--- src/rtl/if_id_skid_pkg.sv ---
`default_nettype none
// ============================================================================
// Module : if_id_skid_pkg
// Brief  : Shared width, NOP encoding and skid-state encoding for the IF/ID stage.
// Rev    : 1.0  initial release
// ============================================================================
package if_id_skid_pkg;

   localparam int          IFID_XLEN      = 32;
   localparam logic [31:0] IFID_NOP_INSTR = 32'h0000_0013;

   typedef enum logic [1:0] {
      ST_EMPTY = 2'b00,
      ST_ONE   = 2'b01,
      ST_TWO   = 2'b10
   } ifid_state_e;

endpackage
`default_nettype wire

--- src/rtl/if_id_skid_if.sv ---
`default_nettype none
// ============================================================================
// Module : if_id_skid_if
// Brief  : Fetch-side and decode-side handshake bundle of the IF/ID stage.
// Rev    : 1.0  initial release
// ============================================================================
interface if_id_skid_if
   import if_id_skid_pkg::*;
#(
   parameter int XLEN = IFID_XLEN
);
   logic            if_valid;
   logic            if_ready;
   logic [XLEN-1:0] if_pc;
   logic [XLEN-1:0] if_instr;
   logic            flush;
   logic            id_valid;
   logic            id_ready;
   logic [XLEN-1:0] id_pc;
   logic [XLEN-1:0] id_instr;
   logic [4:0]      iimm_shamt;
   logic [11:0]     iimm;
   logic [11:0]     simm;
   logic [11:0]     bimm;
   logic [19:0]     uimm;
   logic [19:0]     jimm;
   logic [31:0]     perf_stall_cnt;
   logic [31:0]     perf_flush_cnt;

   // Stage view: fetch and decode drive their handshake inputs.
   modport slave (
      input  if_valid, if_pc, if_instr, flush, id_ready,
      output if_ready, id_valid, id_pc, id_instr,
             iimm_shamt, iimm, simm, bimm, uimm, jimm,
             perf_stall_cnt, perf_flush_cnt
   );

   modport master (
      output if_valid, if_pc, if_instr, flush, id_ready,
      input  if_ready, id_valid, id_pc, id_instr,
             iimm_shamt, iimm, simm, bimm, uimm, jimm,
             perf_stall_cnt, perf_flush_cnt
   );

endinterface
`default_nettype wire

--- src/rtl/if_id_skid_rv_imm_slice.sv ---
`default_nettype none
// ============================================================================
// Module : rv_imm_slice
// Brief  : Raw RV32 immediate field extraction, usable by any stage.
// Rev    : 1.0  initial release
// ============================================================================
module rv_imm_slice (
   input  logic [31:0] i_instr,
   output logic [4:0]  o_iimm_shamt,
   output logic [11:0] o_iimm,
   output logic [11:0] o_simm,
   output logic [11:0] o_bimm,
   output logic [19:0] o_uimm,
   output logic [19:0] o_jimm
);
   // Opcode bits carry no immediate content.
   logic w_unused_opcode;
   assign w_unused_opcode = ^i_instr[6:0];

   assign o_iimm_shamt = i_instr[24:20];
   assign o_iimm       = i_instr[31:20];
   assign o_simm       = {i_instr[31:25], i_instr[11:7]};
   assign o_bimm       = {i_instr[31], i_instr[7], i_instr[30:25], i_instr[11:8]};
   assign o_uimm       = i_instr[31:12];
   assign o_jimm       = {i_instr[31], i_instr[19:12], i_instr[20], i_instr[30:21]};

endmodule
`default_nettype wire

--- src/rtl/if_id_skid.sv ---
`default_nettype none
// ============================================================================
// Module : if_id_skid
// Brief  : Fetch-to-decode stage with a 2-entry skid buffer and immediate slicing.
//          Optional performance counters enabled by IFID_PERF_CNT_EN.
// Rev    : 1.0  initial release
// ============================================================================
module if_id_skid
   import if_id_skid_pkg::*;
#(
   parameter int              XLEN      = IFID_XLEN,
   parameter logic [XLEN-1:0] NOP_INSTR = XLEN'(IFID_NOP_INSTR)
) (
   input  logic         clk,
   input  logic         rstn,
   if_id_skid_if.slave  bus
);

   ifid_state_e     r_state;
   ifid_state_e     w_state_nxt;
   logic            r_if_ready;
   logic [XLEN-1:0] r_head_pc;
   logic [XLEN-1:0] r_head_instr;
   logic [XLEN-1:0] r_skid_pc;
   logic [XLEN-1:0] r_skid_instr;
   logic            w_id_valid;
   logic            w_acc;
   logic            w_pop;
   logic            w_load_head_in;
   logic            w_load_head_skid;
   logic            w_load_skid;
   logic [XLEN-1:0] w_id_instr;

   assign w_id_valid = (r_state != ST_EMPTY);
   assign w_acc      = bus.if_valid && r_if_ready;
   assign w_pop      = w_id_valid && bus.id_ready;

   always_ff @(posedge clk or negedge rstn) begin
      if (!rstn) begin
         r_state    <= ST_EMPTY;
         r_if_ready <= 1'b1;
      end else begin
         r_state    <= w_state_nxt;
         r_if_ready <= (w_state_nxt != ST_TWO);
      end
   end

   always_comb begin
      w_state_nxt      = r_state;
      w_load_head_in   = 1'b0;
      w_load_head_skid = 1'b0;
      w_load_skid      = 1'b0;
      case (r_state)
         ST_EMPTY: begin
            if (w_acc) begin
               w_state_nxt    = ST_ONE;
               w_load_head_in = 1'b1;
            end
         end
         ST_ONE: begin
            if (w_acc && w_pop) begin
               w_load_head_in = 1'b1;
            end else if (w_acc) begin
               w_state_nxt = ST_TWO;
               w_load_skid = 1'b1;
            end else if (w_pop) begin
               w_state_nxt = ST_EMPTY;
            end
         end
         ST_TWO: begin
            if (w_pop) begin
               w_state_nxt      = ST_ONE;
               w_load_head_skid = 1'b1;
            end
         end
         default: w_state_nxt = ST_EMPTY;
      endcase
      // A redirect discards everything, including a same-cycle accept.
      if (bus.flush) begin
         w_state_nxt      = ST_EMPTY;
         w_load_head_in   = 1'b0;
         w_load_head_skid = 1'b0;
         w_load_skid      = 1'b0;
      end
   end

   always_ff @(posedge clk or negedge rstn) begin
      if (!rstn) begin
         r_head_pc    <= '0;
         r_head_instr <= NOP_INSTR;
         r_skid_pc    <= '0;
         r_skid_instr <= NOP_INSTR;
      end else begin
         if (w_load_head_in) begin
            r_head_pc    <= bus.if_pc;
            r_head_instr <= bus.if_instr;
         end else if (w_load_head_skid) begin
            r_head_pc    <= r_skid_pc;
            r_head_instr <= r_skid_instr;
         end
         if (w_load_skid) begin
            r_skid_pc    <= bus.if_pc;
            r_skid_instr <= bus.if_instr;
         end
      end
   end

   assign w_id_instr   = w_id_valid ? r_head_instr : NOP_INSTR;
   assign bus.if_ready = r_if_ready;
   assign bus.id_valid = w_id_valid;
   assign bus.id_pc    = r_head_pc;
   assign bus.id_instr = w_id_instr;

   rv_imm_slice u_imm_slice (
      .i_instr      (w_id_instr[31:0]),
      .o_iimm_shamt (bus.iimm_shamt),
      .o_iimm       (bus.iimm),
      .o_simm       (bus.simm),
      .o_bimm       (bus.bimm),
      .o_uimm       (bus.uimm),
      .o_jimm       (bus.jimm)
   );

`ifdef IFID_PERF_CNT_EN
   logic [31:0] r_stall_cnt;
   logic [31:0] r_flush_cnt;

   // A flush only counts when it actually discards a held entry.
   always_ff @(posedge clk or negedge rstn) begin
      if (!rstn) begin
         r_stall_cnt <= '0;
         r_flush_cnt <= '0;
      end else begin
         if (w_id_valid && !bus.id_ready) begin
            r_stall_cnt <= r_stall_cnt + 32'd1;
         end
         if (bus.flush && w_id_valid) begin
            r_flush_cnt <= r_flush_cnt + 32'd1;
         end
      end
   end

   assign bus.perf_stall_cnt = r_stall_cnt;
   assign bus.perf_flush_cnt = r_flush_cnt;
`else
   assign bus.perf_stall_cnt = 32'd0;
   assign bus.perf_flush_cnt = 32'd0;
`endif

endmodule
`default_nettype wire
--- src/flat_wrapper.sv ---
// flat-port wrapper written by rule: the top's interface ports become plain ports
module if_id_skid_flat import if_id_skid_pkg::*;
#(
   parameter int              XLEN      = IFID_XLEN,
   parameter logic [XLEN-1:0] NOP_INSTR = XLEN'(IFID_NOP_INSTR)
)
  (clk, rstn, bus_if_valid, bus_if_pc, bus_if_instr, bus_flush, bus_id_ready, bus_if_ready, bus_id_valid, bus_id_pc, bus_id_instr, bus_iimm_shamt, bus_iimm, bus_simm, bus_bimm, bus_uimm, bus_jimm, bus_perf_stall_cnt, bus_perf_flush_cnt);
  if_id_skid_if #(.XLEN(XLEN)) bus_i ();
  input  logic clk;
  input  logic rstn;
  input wire logic [$bits(bus_i.if_valid)-1:0] bus_if_valid;
  input wire logic [$bits(bus_i.if_pc)-1:0] bus_if_pc;
  input wire logic [$bits(bus_i.if_instr)-1:0] bus_if_instr;
  input wire logic [$bits(bus_i.flush)-1:0] bus_flush;
  input wire logic [$bits(bus_i.id_ready)-1:0] bus_id_ready;
  output wire logic [$bits(bus_i.if_ready)-1:0] bus_if_ready;
  output wire logic [$bits(bus_i.id_valid)-1:0] bus_id_valid;
  output wire logic [$bits(bus_i.id_pc)-1:0] bus_id_pc;
  output wire logic [$bits(bus_i.id_instr)-1:0] bus_id_instr;
  output wire logic [$bits(bus_i.iimm_shamt)-1:0] bus_iimm_shamt;
  output wire logic [$bits(bus_i.iimm)-1:0] bus_iimm;
  output wire logic [$bits(bus_i.simm)-1:0] bus_simm;
  output wire logic [$bits(bus_i.bimm)-1:0] bus_bimm;
  output wire logic [$bits(bus_i.uimm)-1:0] bus_uimm;
  output wire logic [$bits(bus_i.jimm)-1:0] bus_jimm;
  output wire logic [$bits(bus_i.perf_stall_cnt)-1:0] bus_perf_stall_cnt;
  output wire logic [$bits(bus_i.perf_flush_cnt)-1:0] bus_perf_flush_cnt;
  assign bus_i.if_valid = bus_if_valid;
  assign bus_i.if_pc = bus_if_pc;
  assign bus_i.if_instr = bus_if_instr;
  assign bus_i.flush = bus_flush;
  assign bus_i.id_ready = bus_id_ready;
  assign bus_if_ready = bus_i.if_ready;
  assign bus_id_valid = bus_i.id_valid;
  assign bus_id_pc = bus_i.id_pc;
  assign bus_id_instr = bus_i.id_instr;
  assign bus_iimm_shamt = bus_i.iimm_shamt;
  assign bus_iimm = bus_i.iimm;
  assign bus_simm = bus_i.simm;
  assign bus_bimm = bus_i.bimm;
  assign bus_uimm = bus_i.uimm;
  assign bus_jimm = bus_i.jimm;
  assign bus_perf_stall_cnt = bus_i.perf_stall_cnt;
  assign bus_perf_flush_cnt = bus_i.perf_flush_cnt;
  if_id_skid #(.XLEN(XLEN), .NOP_INSTR(NOP_INSTR)) u_core (.clk(clk), .rstn(rstn), .bus(bus_i));
endmodule
--- config.mk ---
export PLATFORM = sky130hd
export DESIGN_NAME = if_id_skid_flat
export DESIGN_NICKNAME = d
export VERILOG_FILES = /design/src/rtl/if_id_skid_pkg.sv /design/src/rtl/if_id_skid_if.sv /design/src/rtl/if_id_skid_rv_imm_slice.sv /design/src/rtl/if_id_skid.sv /design/src/flat_wrapper.sv
export SDC_FILE = /design/constraint.sdc
export NUM_CORES = 1
export LEC_CHECK = 0
export BUFFER_PORTS_ARGS = -buffer_cell sky130_fd_sc_hd__buf_2
export CAP_MARGIN = 20
export CORE_MARGIN = 3
export CORE_UTILIZATION = 49
export DETAILED_ROUTE_END_ITERATION = 8
export GPL_TIMING_DRIVEN = 1
export MAX_ROUTING_LAYER = met4
export PLACE_DENSITY = 0.85
export REMOVE_ABC_BUFFERS = 1
export SLEW_MARGIN = 20
export SYNTH_ARGS = -nofsm -noshare
export SYNTH_HDL_FRONTEND = slang
export SYNTH_SLANG_ARGS = --single-unit
--- constraint.sdc ---
create_clock -name clk -period 2.65 [get_ports clk]
set_clock_uncertainty 0.2 [all_clocks]
set_input_delay 0.3975 -clock clk [delete_from_list [all_inputs] [get_ports clk]]
set_output_delay 0.3975 -clock clk [all_outputs]
set_load 0.05 [all_outputs]
---- Word level (Yosys, flattened, before mapping) ----
Index checks and enable logic that the tools add are counted.
storage, ports and cells
  input port bits ......................... 69
  word-level logic and storage cells ...... 37
  register bits ........................... 131
  output and inout bits ................... 211
cells by class
  reduce and logical (&&, ||, !) cells .... 6
  muxes and demuxes ....................... 22
  eq/ne operators ......................... 3
operators by type and width
  operator              number
  $mux W32              5
  $mux W2               6
  $mux W1               9
  $pmux W2 S3           1
  $reduce_bool A2 Y1    2
  $logic_and A1 B1 Y1   3
  $eq A2 B1 Y1 const B  1
  $eq A2 B2 Y1 const B  1
  $logic_not A2 Y1      1
  $ne A2 B2 Y1 const B  1
  $pmux W1 S2           1

---- Longest topological paths before layout ----
  word-level depth ........................ 8
  mapped depth ............................ 7
  depth with buffers taken out ............ 4

---- Hierarchy ----
From an unflattened synthesis, not the netlist that was laid out.
unflattened totals
  cells, all modules ...................... 549
  area total of the unflattened synthesis .. 6670.1 sq um
by module, submodules not included
  module        area each (sq um)  seq. area each (sq um)  instances  cells each
  if_id_skid    6062.1             3286.9                  1          468
  rv_imm_slice  608.1              0.0                     1          81

---- Worst setup path before layout ----
No wires, ideal clock.
  path type ............................... reg2out
  start ................................... register u_core.r_state[1]
  end ..................................... output port bus_id_instr[29]
  buffers on the path ..................... 2
  data required time ...................... 2.053 ns
  slack ................................... 0.139 ns
  arrival time ............................ 1.914 ns
  stages on the path, launching flop included .. 5
  cell sequence ........................... dfrtp_1 -> nor2_1 -> clkbuf_1 -> nor2b_1 -> buf_4
on the way
  cells in the longest elaborated chain, start to end .. 2
RTL lines
  element                 RTL line            RTL
  from (decl)             if_id_skid.sv:19    ifid_state_e r_state;
  from (signal assigned)  if_id_skid.sv:43    r_state <= w_state_nxt;
  $reduce_bool A2 Y1      if_id_skid.sv:34    assign w_id_valid = (r_state != ST_EMPTY);
  $mux W32                if_id_skid.sv:108   assign w_id_instr = w_id_valid ? r_head_instr : NOP_INSTR;
  to (decl)               flat_wrapper.sv:19  output wire logic [$bits(bus_i.id_instr)-1:0] bus_id_instr;
Every way passes these cells.

---- Worst setup path after layout ----
  start ................................... register u_core.r_state[1]
  end ..................................... output port bus_jimm[14]
on the way
  cells in the longest elaborated chain, start to end .. 2
RTL lines
  element             RTL line            RTL
  $reduce_bool A2 Y1  if_id_skid.sv:34
  $mux W32            if_id_skid.sv:108
  to (decl)           flat_wrapper.sv:25  output wire logic [$bits(bus_i.jimm)-1:0] bus_jimm;
Every way passes these cells.

==> metrics.md <==
| Metric | Value |
|---|---|
| Synthesized flop and latch total | 131 |
| Vias per Instance | 4.802 |
| DRC viols | 0 |
| Post-DP HPWL | 9768 um |
| Initial antenna violation count | 0 |
| Die footprint | 0.01529 mm2 |
| Final ANT Viol Nets | 0 |
| Warnings, synthesis | 0 |
| # clock sinks | 131 |
| LEAKAGE | roughly 4.3 nW |
| MaxCap Viol Count | 0 |
| Multi-input gate area | around 0.0025 mm2 |
| Clk Latency, worst-skew pair | 0.42 ns |
| Synth Area in Simple Gates | 7.655% |
| Post-CTS setup buffers | 0 |
| Sequential-to-total area share from yosys stat | 48.46% |
| Critical path class | reg2out |
| Drt wl/cell | roughly 15 um |
| Final Max Slew Viols | 0 |
| Hold Path Class | in2reg |
| Clk buf depth | 2 |
| Dpl cell area | 0.007201 mm2 |
| Hold Fails Final Rpt | 0 |
| Ys flop type | dfrtp_1 |
| Critical path startpoint category | flop |
| Largest net degree at the start of global routing | approximately 130 |
| Crit path arrival time | about 1.9 ns |
| Die width | roughly 120 um |
| Synthesized area | 0.006783 mm2 |
| Register area | 0.003287 mm2 |
| Leading area contributor after synthesis | dfrtp_1 |
| All-Layer GR Usage | 17.96% |
| P per Cell Area | 1037 mW/mm2 |
| Top-area cell type share of the netlist area | 45.75% |
| Area Growth Syn to Fin | 15.70% |
| Worst slew margin | 57.86% |
| Synth cell types | 26 |
| # IOs | 280 |
| Crit path launch | u_core.r_state[1]$_DFF_PN0_ |
| Avg Cell Area, Syn | 11.01 um2 |
| Die height | about 120 um |
| # diodes | 0 |
| Multiplexer share of the synthesized area | 20.07% |
| CP endpoint | bus_jimm[14] |
| Tmin final | ~2.5 ns |
| R2r startpoint | u_core.r_state[0]$_DFF_PN0_ |
| R2R Setup Slk | roughly 0.43 ns |
| GR Overflow Total | 0 |
| Detailed Route WL | 13850 um |
| Xor and xnor fraction of the mapped netlist area | 0% |
| EDFF count, synth | 0 |
| Required @ worst endpoint | 2.05 ns |
| Final Util | 58.56% |
| Final setup vio count | 0 |
| Max VDD drop | 0.5391 mV |
| Final net count | a little over 800 |
| Layout cells sized above 1 | 44.47% |
| Transition time of the tightest slew-check pin | 0.6320 ns |
| Reg-to-Reg End | u_core.bus.id_pc[12]$_DFFE_PN0P_ |
| Adder-cell share of the synthesized area | 0% |
| RSZ-0062 raised after global routing | no |
| Worst Setup End Kind | output pin |
| CTS buffer count | 17 |
| Fin area | 0.007848 mm2 |
| # port buffers | between 200 and 250 |
| Starting Density | 50.62% |
| CTS HTree Levels | 4 |
| Synth Area in Compound Gates | 5.202% |
| Rows | 42 |
| Core Box Area | 0.01340 mm2 |
| Largest family of logic cells by synthesized area | multiplexers |
| Clk slew on worst S/H paths | approximately 0.060 ns |
| Initial DRC Count | 163 |
| Drt first pass iters | 4 |
| Asr flop ratio synth | 100.0% |
| Global-route wire length before repair | 20600 um |
| Tcrit/Tclk final | a little over nine tenths |
| Reg2reg path depth | 5 |
| Fillers | 1136 |
| Root Buffer | clkbuf_16 |
| Synth area leaders | dfrtp_1 (46%), buf_4 (16%), mux2_2 (11%) |
| Vias in the first global route | 4164 |
| CTS tree | yes |
| Final setup TNS | 0 ns |
| Crit path max fanout | 33 |
| Post-Syn Instances | 616 |
| Outcome | finished, final reports clean |
| DR vias | 4495 |
| FMAX | 0.3943 GHz |
| Routability cong. | 0.7307 |
[metrics by stage]
step                      std cells  power (mW)  setup slack, ns  hold WS [ns]
after floorplan                 503       5.071           -3.493      -0.09809
after global placement          903       5.630           0.4353        0.1555
after detailed placement        903       5.720           0.3621        0.1621
after CTS                       936       8.206         0.004362      0.009949
after global routing            936       8.533          0.01630       0.01224
final                           936       8.134           0.1139       0.02646
[worst min path at each step]
stage,from,cells past startpoint,to,slack [ns]
after floorplan,rstn,0,u_core.bus.id_pc[0]$_DFFE_PN0P_,-0.1
after global placement,rstn,1,u_core.r_skid_pc[6]$_DFFE_PN0P_,0.16
after detailed placement,rstn,1,u_core.r_skid_pc[20]$_DFFE_PN0P_,0.16
after CTS,bus_if_pc[30],2,u_core.r_skid_pc[30]$_DFFE_PN0P_,0.01
after global routing,bus_if_pc[17],2,u_core.r_skid_pc[17]$_DFFE_PN0P_,0.01
final,bus_if_instr[18],2,u_core.r_skid_instr[18]$_DFFE_PN0P_,0.03
[area by class of cell]
type	count	area share (%)
Sequential cell	131	41.88
Multi-Input combinational cell	370	32.02
Timing Repair Buffer	225	15.21
Clock buffer	19	5.644
Tap cell	176	2.806
Clock inverter	13	2.344
Inverter	2	0.09566
[flip-flops by register name (all words and copies together), names as in the netlist]
name                 count
u_core.bus.if_ready      1
u_core.r_state           2
u_core.r_skid_pc        32
u_core.bus.id_pc        32
u_core.r_head_instr     32
u_core.r_skid_instr     32
[placed cells by master, fill, tap and decap left out, types with 3 or more instances in the layout]
| cell type | Yosys | layout |
|---|---|---|
| a21oi_1 | 64 | 64 |
| buf_12 | 0 | 3 |
| buf_2 | 7 | 214 |
| buf_4 | 145 | 7 |
| bufinv_16 | 0 | 4 |
| clkbuf_16 | 0 | 17 |
| clkinv_2 | 0 | 3 |
| clkinv_4 | 0 | 3 |
| clkinvlp_4 | 0 | 3 |
| conb_1 | 1 | 64 |
| dfrtp_1 | 124 | 124 |
| dfstp_2 | 7 | 7 |
| mux2_2 | 64 | 64 |
| mux2i_1 | 64 | 64 |
| nor2_1 | 66 | 65 |
| nor2b_1 | 30 | 26 |
| nor2b_2 | 0 | 4 |
| or2_2 | 3 | 3 |
[Yosys cell counts (all sizes together) (2+ instances only)]
master / n
clkbuf: 19
or2: 3
nor2: 66
dfstp: 7
dfrtp: 124
inv: 2
mux2i: 64
a31oi: 2
mux2: 64
nand2: 3
buf: 157
nor2b: 30
a21oi: 64
[worst max-delay path, stage by stage (launching register included)]
cell and delay, ns:
dfrtp_1 0.48, nor2_2 0.05, buf_4 0.26, nor2b_1 0.38, buf_2 0.34
[timing repair]
item                                   4_1_cts  5_1_grt
gates resized for setup                      0        4
endpoints found under the hold margin       27        0
setup endpoints to repair                    0       24
hold buffers                                 1        0
[layer usage]
| metal | vias up | wire [um] | GRT usage [%] |
|---|---|---|---|
| li1 | 2121 | - | - |
| met1 | 2195 | 5674 | 21.29 |
| met2 | 164 | 7098 | 29.57 |
| met3 | 15 | 910 | 5.086 |
| met4 | 0 | 163 | 6.090 |
| met5 | - | 0 | - |
[cell families (layout without fill, tap and decap cells)]
family,count (synthesis),in the layout
simple gates,109,109
other cells,1,64
buf+inv,178,259
flops,131,131
mux,128,128
compound gates,69,69
[where the power goes]
part / switching (mW) / total [mW] / internal [mW] / leakage, nW
Clock: 0.861 / 2.46 / 1.60 / 0.299
Sequential: 0.265 / 2.82 / 2.56 / 1.56
Combinational: 2.06 / 2.85 / 0.793 / 2.40
Total: 3.19 / 8.13 / 4.95 / 4.25
Power figures use the tool's default switching activity.
